**config.mk**
```make
export PLATFORM = sky130hd
export DESIGN_NAME = id_stage_flat
export DESIGN_NICKNAME = d
export VERILOG_FILES = /design/src/rtl/id_stage_if.sv /design/src/rtl/id_stage.sv /design/src/flat_wrapper.sv
export SDC_FILE = /design/constraint.sdc
export NUM_CORES = 2
export LEC_CHECK = 0
export ABC_AREA = 1
export CAP_MARGIN = 10
export CORE_MARGIN = 5
export CORE_UTILIZATION = 35
export DETAILED_ROUTE_END_ITERATION = 6
export SYNTH_ARGS = -nofsm -noshare
export SYNTH_HDL_FRONTEND = slang
export SYNTH_SLANG_ARGS = --single-unit
```
**constraint.sdc**
```tcl
create_clock -name clk -period 78.4 [get_ports clk]
set_input_delay 11.76 -clock clk [delete_from_list [all_inputs] [get_ports clk]]
set_output_delay 11.76 -clock clk [all_outputs]
set_load 0.1 [all_outputs]
```
**src/rtl/id_stage_if.sv**
```systemverilog
// Handshake and writeback bundle for the RV32I decode stage.
// master = upstream/writeback/ALU side, slave = id_stage.
interface id_stage_if;
   logic        in_valid;
   logic        in_ready;
   logic [31:0] in_instr;
   logic [31:0] in_pc;
   logic        flush;
   logic        wb_en;
   logic [4:0]  wb_rd;
   logic [31:0] wb_data;
   logic        out_valid;
   logic        out_ready;
   logic [7:0]  out_op;
   logic [31:0] out_data1;
   logic [31:0] out_data2;
   logic [4:0]  out_rd;
   logic        out_we;
   logic        out_illegal;

   modport master (
      output in_valid, in_instr, in_pc, flush, wb_en, wb_rd, wb_data, out_ready,
      input  in_ready, out_valid, out_op, out_data1, out_data2, out_rd, out_we, out_illegal
   );

   modport slave (
      input  in_valid, in_instr, in_pc, flush, wb_en, wb_rd, wb_data, out_ready,
      output in_ready, out_valid, out_op, out_data1, out_data2, out_rd, out_we, out_illegal
   );
endinterface

```
**src/rtl/id_stage.sv**
```systemverilog
// RV32I decode stage: register file, OP/OP-IMM/LUI/AUIPC decode, single-entry ID/EX buffer.
// Optional macro ID_STAGE_WB_BYPASS_EN enables write-through of the writeback port onto reads.
module id_stage #(
   parameter logic [31:0] RESET_PC_UNUSED = 32'd0
) (
   input logic       clk,
   input logic       rst,
   id_stage_if.slave bus
);
   localparam logic [6:0] OPC_OP    = 7'b0110011;
   localparam logic [6:0] OPC_OPIMM = 7'b0010011;
   localparam logic [6:0] OPC_LUI   = 7'b0110111;
   localparam logic [6:0] OPC_AUIPC = 7'b0010111;
   localparam logic [6:0] F7_BASE   = 7'b0000000;
   localparam logic [6:0] F7_ALT    = 7'b0100000;

   localparam logic [7:0] ALU_NOP  = 8'h00;
   localparam logic [7:0] ALU_ADD  = 8'h01;
   localparam logic [7:0] ALU_SUB  = 8'h02;
   localparam logic [7:0] ALU_SLL  = 8'h03;
   localparam logic [7:0] ALU_SLT  = 8'h04;
   localparam logic [7:0] ALU_SLTU = 8'h05;
   localparam logic [7:0] ALU_XOR  = 8'h06;
   localparam logic [7:0] ALU_SRL  = 8'h07;
   localparam logic [7:0] ALU_SRA  = 8'h08;
   localparam logic [7:0] ALU_OR   = 8'h09;
   localparam logic [7:0] ALU_AND  = 8'h0a;

   if (RESET_PC_UNUSED != 32'd0) begin : g_param_check
      $error("id_stage: RESET_PC_UNUSED must be 0");
   end

   // Instruction fields
   logic [6:0]  opcode;
   logic [4:0]  rd_idx;
   logic [2:0]  funct3;
   logic [4:0]  rs1_idx;
   logic [4:0]  rs2_idx;
   logic [6:0]  funct7;
   logic [31:0] imm_i;
   logic [31:0] imm_u;

   assign opcode  = bus.in_instr[6:0];
   assign rd_idx  = bus.in_instr[11:7];
   assign funct3  = bus.in_instr[14:12];
   assign rs1_idx = bus.in_instr[19:15];
   assign rs2_idx = bus.in_instr[24:20];
   assign funct7  = bus.in_instr[31:25];
   assign imm_i   = {{20{bus.in_instr[31]}}, bus.in_instr[31:20]};
   assign imm_u   = {bus.in_instr[31:12], 12'b0};

   // Register file; entry 0 is reset to zero and never written, so it always reads 0.
   logic [31:0] rf_reg [32];
   logic        wr_en;

   assign wr_en = bus.wb_en && (bus.wb_rd != 5'd0);

   always_ff @(posedge clk or posedge rst) begin
      if (rst) begin
         for (int i = 0; i < 32; i++) begin
            rf_reg[i] <= '0;
         end
      end else if (wr_en) begin
         rf_reg[bus.wb_rd] <= bus.wb_data;
      end
   end

   logic [31:0] rs1_val;
   logic [31:0] rs2_val;

`ifdef ID_STAGE_WB_BYPASS_EN
   always_comb begin
      rs1_val = rf_reg[rs1_idx];
      rs2_val = rf_reg[rs2_idx];
      if (wr_en && (bus.wb_rd == rs1_idx)) rs1_val = bus.wb_data;
      if (wr_en && (bus.wb_rd == rs2_idx)) rs2_val = bus.wb_data;
   end
`else
   // Without bypass the read sees the pre-write value; hazard logic upstream stalls.
   always_comb begin
      rs1_val = rf_reg[rs1_idx];
      rs2_val = rf_reg[rs2_idx];
   end
`endif

   // Decoder
   logic [7:0]  dec_op;
   logic [31:0] dec_data1;
   logic [31:0] dec_data2;
   logic        dec_legal;

   always_comb begin
      dec_op    = ALU_NOP;
      dec_data1 = '0;
      dec_data2 = '0;
      dec_legal = 1'b0;
      case (opcode)
         OPC_OP: begin
            dec_data1 = rs1_val;
            dec_data2 = rs2_val;
            if (funct7 == F7_BASE) begin
               dec_legal = 1'b1;
               case (funct3)
                  3'b000:  dec_op = ALU_ADD;
                  3'b001:  dec_op = ALU_SLL;
                  3'b010:  dec_op = ALU_SLT;
                  3'b011:  dec_op = ALU_SLTU;
                  3'b100:  dec_op = ALU_XOR;
                  3'b101:  dec_op = ALU_SRL;
                  3'b110:  dec_op = ALU_OR;
                  default: dec_op = ALU_AND;
               endcase
               if (funct3 == 3'b001 || funct3 == 3'b101) begin
                  dec_data2 = {27'b0, rs2_val[4:0]};
               end
            end else if (funct7 == F7_ALT && funct3 == 3'b000) begin
               dec_legal = 1'b1;
               dec_op    = ALU_SUB;
            end else if (funct7 == F7_ALT && funct3 == 3'b101) begin
               dec_legal = 1'b1;
               dec_op    = ALU_SRA;
               dec_data2 = {27'b0, rs2_val[4:0]};
            end
         end
         OPC_OPIMM: begin
            dec_data1 = rs1_val;
            dec_data2 = imm_i;
            dec_legal = 1'b1;
            case (funct3)
               3'b000: dec_op = ALU_ADD;
               3'b010: dec_op = ALU_SLT;
               3'b011: dec_op = ALU_SLTU;
               3'b100: dec_op = ALU_XOR;
               3'b110: dec_op = ALU_OR;
               3'b111: dec_op = ALU_AND;
               3'b001: begin
                  dec_op    = ALU_SLL;
                  dec_data2 = {27'b0, rs2_idx};
                  dec_legal = (funct7 == F7_BASE);
               end
               default: begin
                  dec_data2 = {27'b0, rs2_idx};
                  if (funct7 == F7_BASE) begin
                     dec_op = ALU_SRL;
                  end else if (funct7 == F7_ALT) begin
                     dec_op = ALU_SRA;
                  end else begin
                     dec_legal = 1'b0;
                  end
               end
            endcase
         end
         OPC_LUI: begin
            dec_op    = ALU_ADD;
            dec_data2 = imm_u;
            dec_legal = 1'b1;
         end
         OPC_AUIPC: begin
            dec_op    = ALU_ADD;
            dec_data1 = bus.in_pc;
            dec_data2 = imm_u;
            dec_legal = 1'b1;
         end
         default: dec_legal = 1'b0;
      endcase
   end

   // ID/EX output buffer
   logic        valid_reg, valid_next;
   logic [7:0]  op_reg, op_next;
   logic [31:0] data1_reg, data1_next;
   logic [31:0] data2_reg, data2_next;
   logic [4:0]  rd_reg, rd_next;
   logic        we_reg, we_next;
   logic        illegal_reg, illegal_next;
   logic        accept;

   assign bus.in_ready = !valid_reg || bus.out_ready;
   assign accept       = bus.in_valid && bus.in_ready && !bus.flush;

   always_comb begin
      valid_next   = valid_reg;
      op_next      = op_reg;
      data1_next   = data1_reg;
      data2_next   = data2_reg;
      rd_next      = rd_reg;
      we_next      = we_reg;
      illegal_next = illegal_reg;
      if (bus.flush) begin
         valid_next = 1'b0;
      end else if (accept) begin
         // Illegal encodings still travel as a bundle, but with every payload field zeroed.
         valid_next   = 1'b1;
         op_next      = dec_legal ? dec_op    : ALU_NOP;
         data1_next   = dec_legal ? dec_data1 : 32'd0;
         data2_next   = dec_legal ? dec_data2 : 32'd0;
         rd_next      = dec_legal ? rd_idx    : 5'd0;
         we_next      = dec_legal;
         illegal_next = !dec_legal;
      end else if (bus.out_ready) begin
         valid_next = 1'b0;
      end
   end

   always_ff @(posedge clk or posedge rst) begin
      if (rst) begin
         valid_reg   <= 1'b0;
         op_reg      <= '0;
         data1_reg   <= '0;
         data2_reg   <= '0;
         rd_reg      <= '0;
         we_reg      <= 1'b0;
         illegal_reg <= 1'b0;
      end else begin
         valid_reg   <= valid_next;
         op_reg      <= op_next;
         data1_reg   <= data1_next;
         data2_reg   <= data2_next;
         rd_reg      <= rd_next;
         we_reg      <= we_next;
         illegal_reg <= illegal_next;
      end
   end

   assign bus.out_valid   = valid_reg;
   assign bus.out_op      = op_reg;
   assign bus.out_data1   = data1_reg;
   assign bus.out_data2   = data2_reg;
   assign bus.out_rd      = rd_reg;
   assign bus.out_we      = we_reg;
   assign bus.out_illegal = illegal_reg;
endmodule

```
**src/flat_wrapper.sv**
```systemverilog
// flat-port wrapper written by rule: the top's interface ports become plain ports
module id_stage_flat 
#(
   parameter logic [31:0] RESET_PC_UNUSED = 32'd0
)
  (clk, rst, bus_in_valid, bus_in_instr, bus_in_pc, bus_flush, bus_wb_en, bus_wb_rd, bus_wb_data, bus_out_ready, bus_in_ready, bus_out_valid, bus_out_op, bus_out_data1, bus_out_data2, bus_out_rd, bus_out_we, bus_out_illegal);
  id_stage_if bus_i ();
  input logic clk;
  input logic rst;
  input wire logic [$bits(bus_i.in_valid)-1:0] bus_in_valid;
  input wire logic [$bits(bus_i.in_instr)-1:0] bus_in_instr;
  input wire logic [$bits(bus_i.in_pc)-1:0] bus_in_pc;
  input wire logic [$bits(bus_i.flush)-1:0] bus_flush;
  input wire logic [$bits(bus_i.wb_en)-1:0] bus_wb_en;
  input wire logic [$bits(bus_i.wb_rd)-1:0] bus_wb_rd;
  input wire logic [$bits(bus_i.wb_data)-1:0] bus_wb_data;
  input wire logic [$bits(bus_i.out_ready)-1:0] bus_out_ready;
  output wire logic [$bits(bus_i.in_ready)-1:0] bus_in_ready;
  output wire logic [$bits(bus_i.out_valid)-1:0] bus_out_valid;
  output wire logic [$bits(bus_i.out_op)-1:0] bus_out_op;
  output wire logic [$bits(bus_i.out_data1)-1:0] bus_out_data1;
  output wire logic [$bits(bus_i.out_data2)-1:0] bus_out_data2;
  output wire logic [$bits(bus_i.out_rd)-1:0] bus_out_rd;
  output wire logic [$bits(bus_i.out_we)-1:0] bus_out_we;
  output wire logic [$bits(bus_i.out_illegal)-1:0] bus_out_illegal;
  assign bus_i.in_valid = bus_in_valid;
  assign bus_i.in_instr = bus_in_instr;
  assign bus_i.in_pc = bus_in_pc;
  assign bus_i.flush = bus_flush;
  assign bus_i.wb_en = bus_wb_en;
  assign bus_i.wb_rd = bus_wb_rd;
  assign bus_i.wb_data = bus_wb_data;
  assign bus_i.out_ready = bus_out_ready;
  assign bus_in_ready = bus_i.in_ready;
  assign bus_out_valid = bus_i.out_valid;
  assign bus_out_op = bus_i.out_op;
  assign bus_out_data1 = bus_i.out_data1;
  assign bus_out_data2 = bus_i.out_data2;
  assign bus_out_rd = bus_i.out_rd;
  assign bus_out_we = bus_i.out_we;
  assign bus_out_illegal = bus_i.out_illegal;
  id_stage #(.RESET_PC_UNUSED(RESET_PC_UNUSED)) u_core (.clk(clk), .rst(rst), .bus(bus_i));
endmodule
```
# Word-level counts from Yosys, hierarchy flattened
# Cells that the tools add are included.
[classes]
magnitude_cmp = 4
n_eq_ne = 12
bitwise = 4
muxes = 38
n_reduce_logical = 19
[ops]
columns = ["operator", "n"]
rows = [
  ["$bwmux 1024", 1],
  ["$mux 32", 12],
  ["$bmux 32 s5", 2],
  ["$demux 32 s5", 1],
  ["$pmux 32 s3", 1],
  ["$pmux 32 s2", 1],
  ["$pmux 8 s7", 1],
  ["$mux 8", 4],
  ["$pmux 4 s7", 1],
  ["$pmux 8 s3", 1],
  ["$eq 7x6->1 const B", 3],
  ["$ge 6x6->1 const B", 3],
  ["$not 5->6", 3],
  ["$eq 7x5->1 const B", 2],
  ["$eq 3x3->1 const B", 4],
  ["$mux 1", 8],
  ["$mux 4", 2],
  ["$logic_not 7->1", 1],
  ["$eq 3x2->1 const B", 2],
  ["$logic_and 1x1->1", 6],
  ["$lt 6x1->1 const B", 1],
  ["$reduce_or 6->1", 1],
  ["$mux 5", 1],
  ["$reduce_bool 5->1", 1],
  ["10 further kinds", 14],
]
[word_totals]
register_bits = 1104
input_bits = 107
wordCells = 116

# Logic depth before layout (Yosys ltp)
[depth]
depth_word = 9
mapped_depth = 15
ltp_nobuf = 12

# Least setup slack after synthesis
# Ideal clock, no wire load.
[synth_timing]
path_type = "input-to-output"
from = "input bus_out_ready"
to = "output bus_in_ready"
setup_slack_ns = 54.242
arrival_ns = 12.398
path_buffers = 0
path_stages = 2
cell_sequence = "nor2_1 -> inv_1"
[synth_between]
elab_chain_len = 1
[synth_rtl]
columns = ["item", "line_no", "text"]
rows = [
  ["from (decl)", "flat_wrapper.sv:17", "input wire logic [$bits(bus_i.out_ready)-1:0] bus_out_ready;"],
  ["$logic_or 1x1->1", "id_stage.sv:178", "assign bus.in_ready = !valid_reg || bus.out_ready;"],
  ["to (decl)", "flat_wrapper.sv:18", "output wire logic [$bits(bus_i.in_ready)-1:0] bus_in_ready;"],
]
# No other way between the ends.

# Final worst setup path
# Ends and elaborated chain as after synthesis.

==> results.py <==
metrics = {
    "cts": {
        "clock_tree_from_tritoncts": "done",
        "tritoncts.num_buffers": 117,
        "clk_pin_slew_ns": 0.06,
        "post_cts_hold_buffer_count": 0,
        "post_cts_resized": 0,
        "clock-root-buffer": "clkbuf_16",
        "cts_setup_buffers": 0,
        "clock_tree.htree_level_count": 3,
        "clock_sinks": 1100,
        "clock_path_buffers": 3,
        "worst_skew_pair.late_latency_ns": 0.75,
    },
    "synthesis": {
        "post_synth_inst_count": 9181,
        "synth_area_um2": 61600,
        "netlist_top_cells_count": "nand2_1 (4,032), nand3_1 (1,582), dfrtp_1 (1,100)",
        "synthDominantAreaCellType": "dfrtp_1",
        "synth-seq-cells": 1100,
        "synth_ff_type": "dfrtp_1",
        "synth_edf_count": 0,
        "synthesis.area_per_instance_um2": 6.71,
        "synth-warning-count": 0,
        "synth_sequential_area_ratio": 0.447,
        "netlist.area_leader.share": 0.447,
        "most_repeated_cell_in_the_gate_level_netlist_after_synthesis": "nand2_1",
        "async_reset_ff_frac": 1.00,
        "synth.area.top_cells": "dfrtp_1 (45%), nand2_1 (25%), nand3_1 (13%), o21ai_0 (8.2%), clkbuf_1 (3.5%)",
        "ys_types": 29,
    },
    "cells_and_area": {
        "largest_reg_flops": 1024,
        "num-nets-final": 8906,
        "multi_input_area_um2": 29300,
        "ratio_of_cells_with_drive_above_1_in_the_final_layout": 0.0398,
        "ff_latch_area_um2": 27500,
        "syn_to_final_growth_pct": 11.0,
        "filler_cell_count": 18316,
    },
    "floorplanning": {
        "placeableCoreArea_um2": 176000,
        "io_pins": 188,
        "initial_core_util": 0.351,
        "fp.dieH_um": 429,
        "num_rows": 154,
        "die_area_um2": 184000,
        "die_x_um": 429,
    },
    "detailed_routing": {
        "routed_wire_length_per_instance_um": 22.2,
        "ant_nets": 0,
        "number_of_vias_per_cell": 5.54,
        "route.vias.total": 62177,
        "remaining_drc_errors": 0,
        "routed_wl_mm": 249,
        "drt_first_pass_iters": 6,
        "drt_iter0_drc": 8255,
    },
    "sta": {
        "setup-tns-final_ns": 0,
        "worst_slew_pin_slew_ns": 1.28,
        "rsz0062_at_grt": "false",
        "final.setup.worst_slack_ns": 53.14,
        "finalHoldViolCount": 0,
        "fin_crit_sh": 0.322,
        "final_clock_skew_ns": 0.0172,
        "finalWorstPathRequiredPeriod_ns": 25.26,
        "finalSetupViolCount": 0,
        "slew_violations": 0,
        "relSlewSlack": 0.148,
        "max_clock_freq_ghz": 0.0396,
    },
    "power": {
        "leakagePower_nw": 32.9,
        "peakVddDrop_mv": 0.0187,
        "power_per_cell_area_nw_per_um2": 24.3,
    },
    "grt": {
        "grt_start_max_net_pins": 209,
        "vias_in_the_first_global_route": 57623,
        "overflow": 0,
        "grt_use_total": 0.260,
        "antenna_violations_before_repair": 13,
        "global_route_wire_length_before_repair_mm": 371,
    },
    "placement": {
        "port-buffer-count": 183,
        "post-place-ws_ns": 53.14,
        "gpl.final_weighted_congestion": 0.814,
        "dp_hpwl_mm": 127,
    },
    "worst_hold_path": {
        "hold_class": "flip-flop to flip-flop",
    },
    "critical_path": {
        "worst-endpoint-required_ns": 66.64,
        "critical_path.most_common_cell": "clkdlybuf4s50_1",
        "crit_path_end_kind": "output port",
        "critical_path_buf_inv_count": 3,
        "timing.critical_path.from_type": "primary input",
        "critical-path-slowest-cell": "clkdlybuf4s50_1",
        "critical_path_cell_list": "clkdlybuf4s50_1 -> nor2_1 -> inv_1 -> clkdlybuf4s50_1",
        "worst_path_dominant_cell_family": "buffers and inverters",
        "path_class": "primary input to output port",
        "worst_path_largest_cell_delay_ns": 1.14,
        "crit_arrival_ns": 13.50,
        "critPathMaxFanout": 2,
    },
    "run": {
        "cap_viol_max_count": 0,
    },
    "run_status": {
        "outcome": "finished clean",
    },
}
## per-stage QoR
stage / cells / power, W / area (um^2) / util / hold slack [ns]
6_report: 11232 / 0.00166 / 68300 / 0.389 / 0.404
5_1_grt: 11230 / 0.00175 / 68300 / 0.389 / 0.417
4_1_cts: 11229 / 0.00166 / 68300 / 0.389 / 0.405
3_5_place_dp: 11016 / 0.00106 / 64200 / 0.366 / 0.390
3_3_place_gp: 11016 / 0.00104 / 64200 / 0.366 / 0.386
2_1_floorplan: 9184 / 0.000971 / 61600 / - / 0.450
## cell usage in the layout (no fill, tap or decap), types with 18 or more instances in the layout
master	n
clkbuf_1	18
clkdlybuf4s50_1	173
buf_4	90
a21oi_1	59
nor2_1	92
dfrtp_1	1100
clkbuf_16	119
nand3_1	1582
clkinv_2	23
inv_1	450
o21ai_0	1005
nand2_2	18
clkbuf_8	36
nand2_1	4012
## worst reg2reg max path: stages (launching register included)
cell,delay (ns)
dfrtp_1,0.38
inv_1,0.06
nor2_1,0.05
nor3_1,0.53
inv_2,0.12
nor2_4,0.52
buf_4,0.61
o21ai_0,0.22
nand2_1,0.09
## cells by family after synthesis
family / count (synthesis) / share of synthesized area
flip-flops: 1100 / 0.447
adder cells (fa/ha/maj): 4 / 0.000813
other: 1 / 0.0000609
AND/OR/NAND/NOR: 5739 / 0.384
buffers and inverters: 1251 / 0.0795
AO/OA/AOI/OAI: 1086 / 0.0889
## where the power goes
group          switching [W]  internal (W)  total, W  leakage, nW
clock               0.000246      0.000359  0.000605         2.04
sequential         0.0000727      0.000669  0.000742         14.0
combinational       0.000201      0.000110  0.000311         16.9
total               0.000520       0.00114   0.00166         32.9
## layout make-up
class,count,share of cell area
clock buffer,173,0.0518
tap,2340,0.0428
sequential,1100,0.403
antenna,3,0.000110
inverter,465,0.0265
multi-input combinational,6833,0.429
timing repair buffer,278,0.0386
clock inverter,40,0.00868
## per-layer routing
layer | track usage | routed length, um | vias up
met5 | 0 | 65 | -
met3 | 0.0529 | 25500 | 742
met1 | 0.342 | 100000 | 29612
met2 | 0.413 | 111000 | 3339
li1 | - | - | 28474
met4 | 0.121 | 13100 | 10
## path summary, 6_finish.rpt
path | start | end | slack, ns | cells after the start
worst max-delay path | bus_out_ready | bus_in_ready | 53.14 | 4
worst min-delay path | u_core.rf_reg[1004]$_DFFE_PP0P_ | u_core.rf_reg[1004]$_DFFE_PP0P_ | 0.40 | 0
worst max register to register | u_core.bus.out_valid$_DFFE_PP0P_ | u_core.bus.out_op[3]$_DFFE_PP0P_ | 75.76 | 8
worst min register to register | u_core.rf_reg[1004]$_DFFE_PP0P_ | u_core.rf_reg[1004]$_DFFE_PP0P_ | 0.40 | 0
max in group asynchronous | rst | u_core.rf_reg[544]$_DFFE_PP0P_ | 62.98 | 6
min in group asynchronous | rst | u_core.rf_reg[311]$_DFFE_PP0P_ | 11.59 | 2
Power figures use the tool's default switching activity.
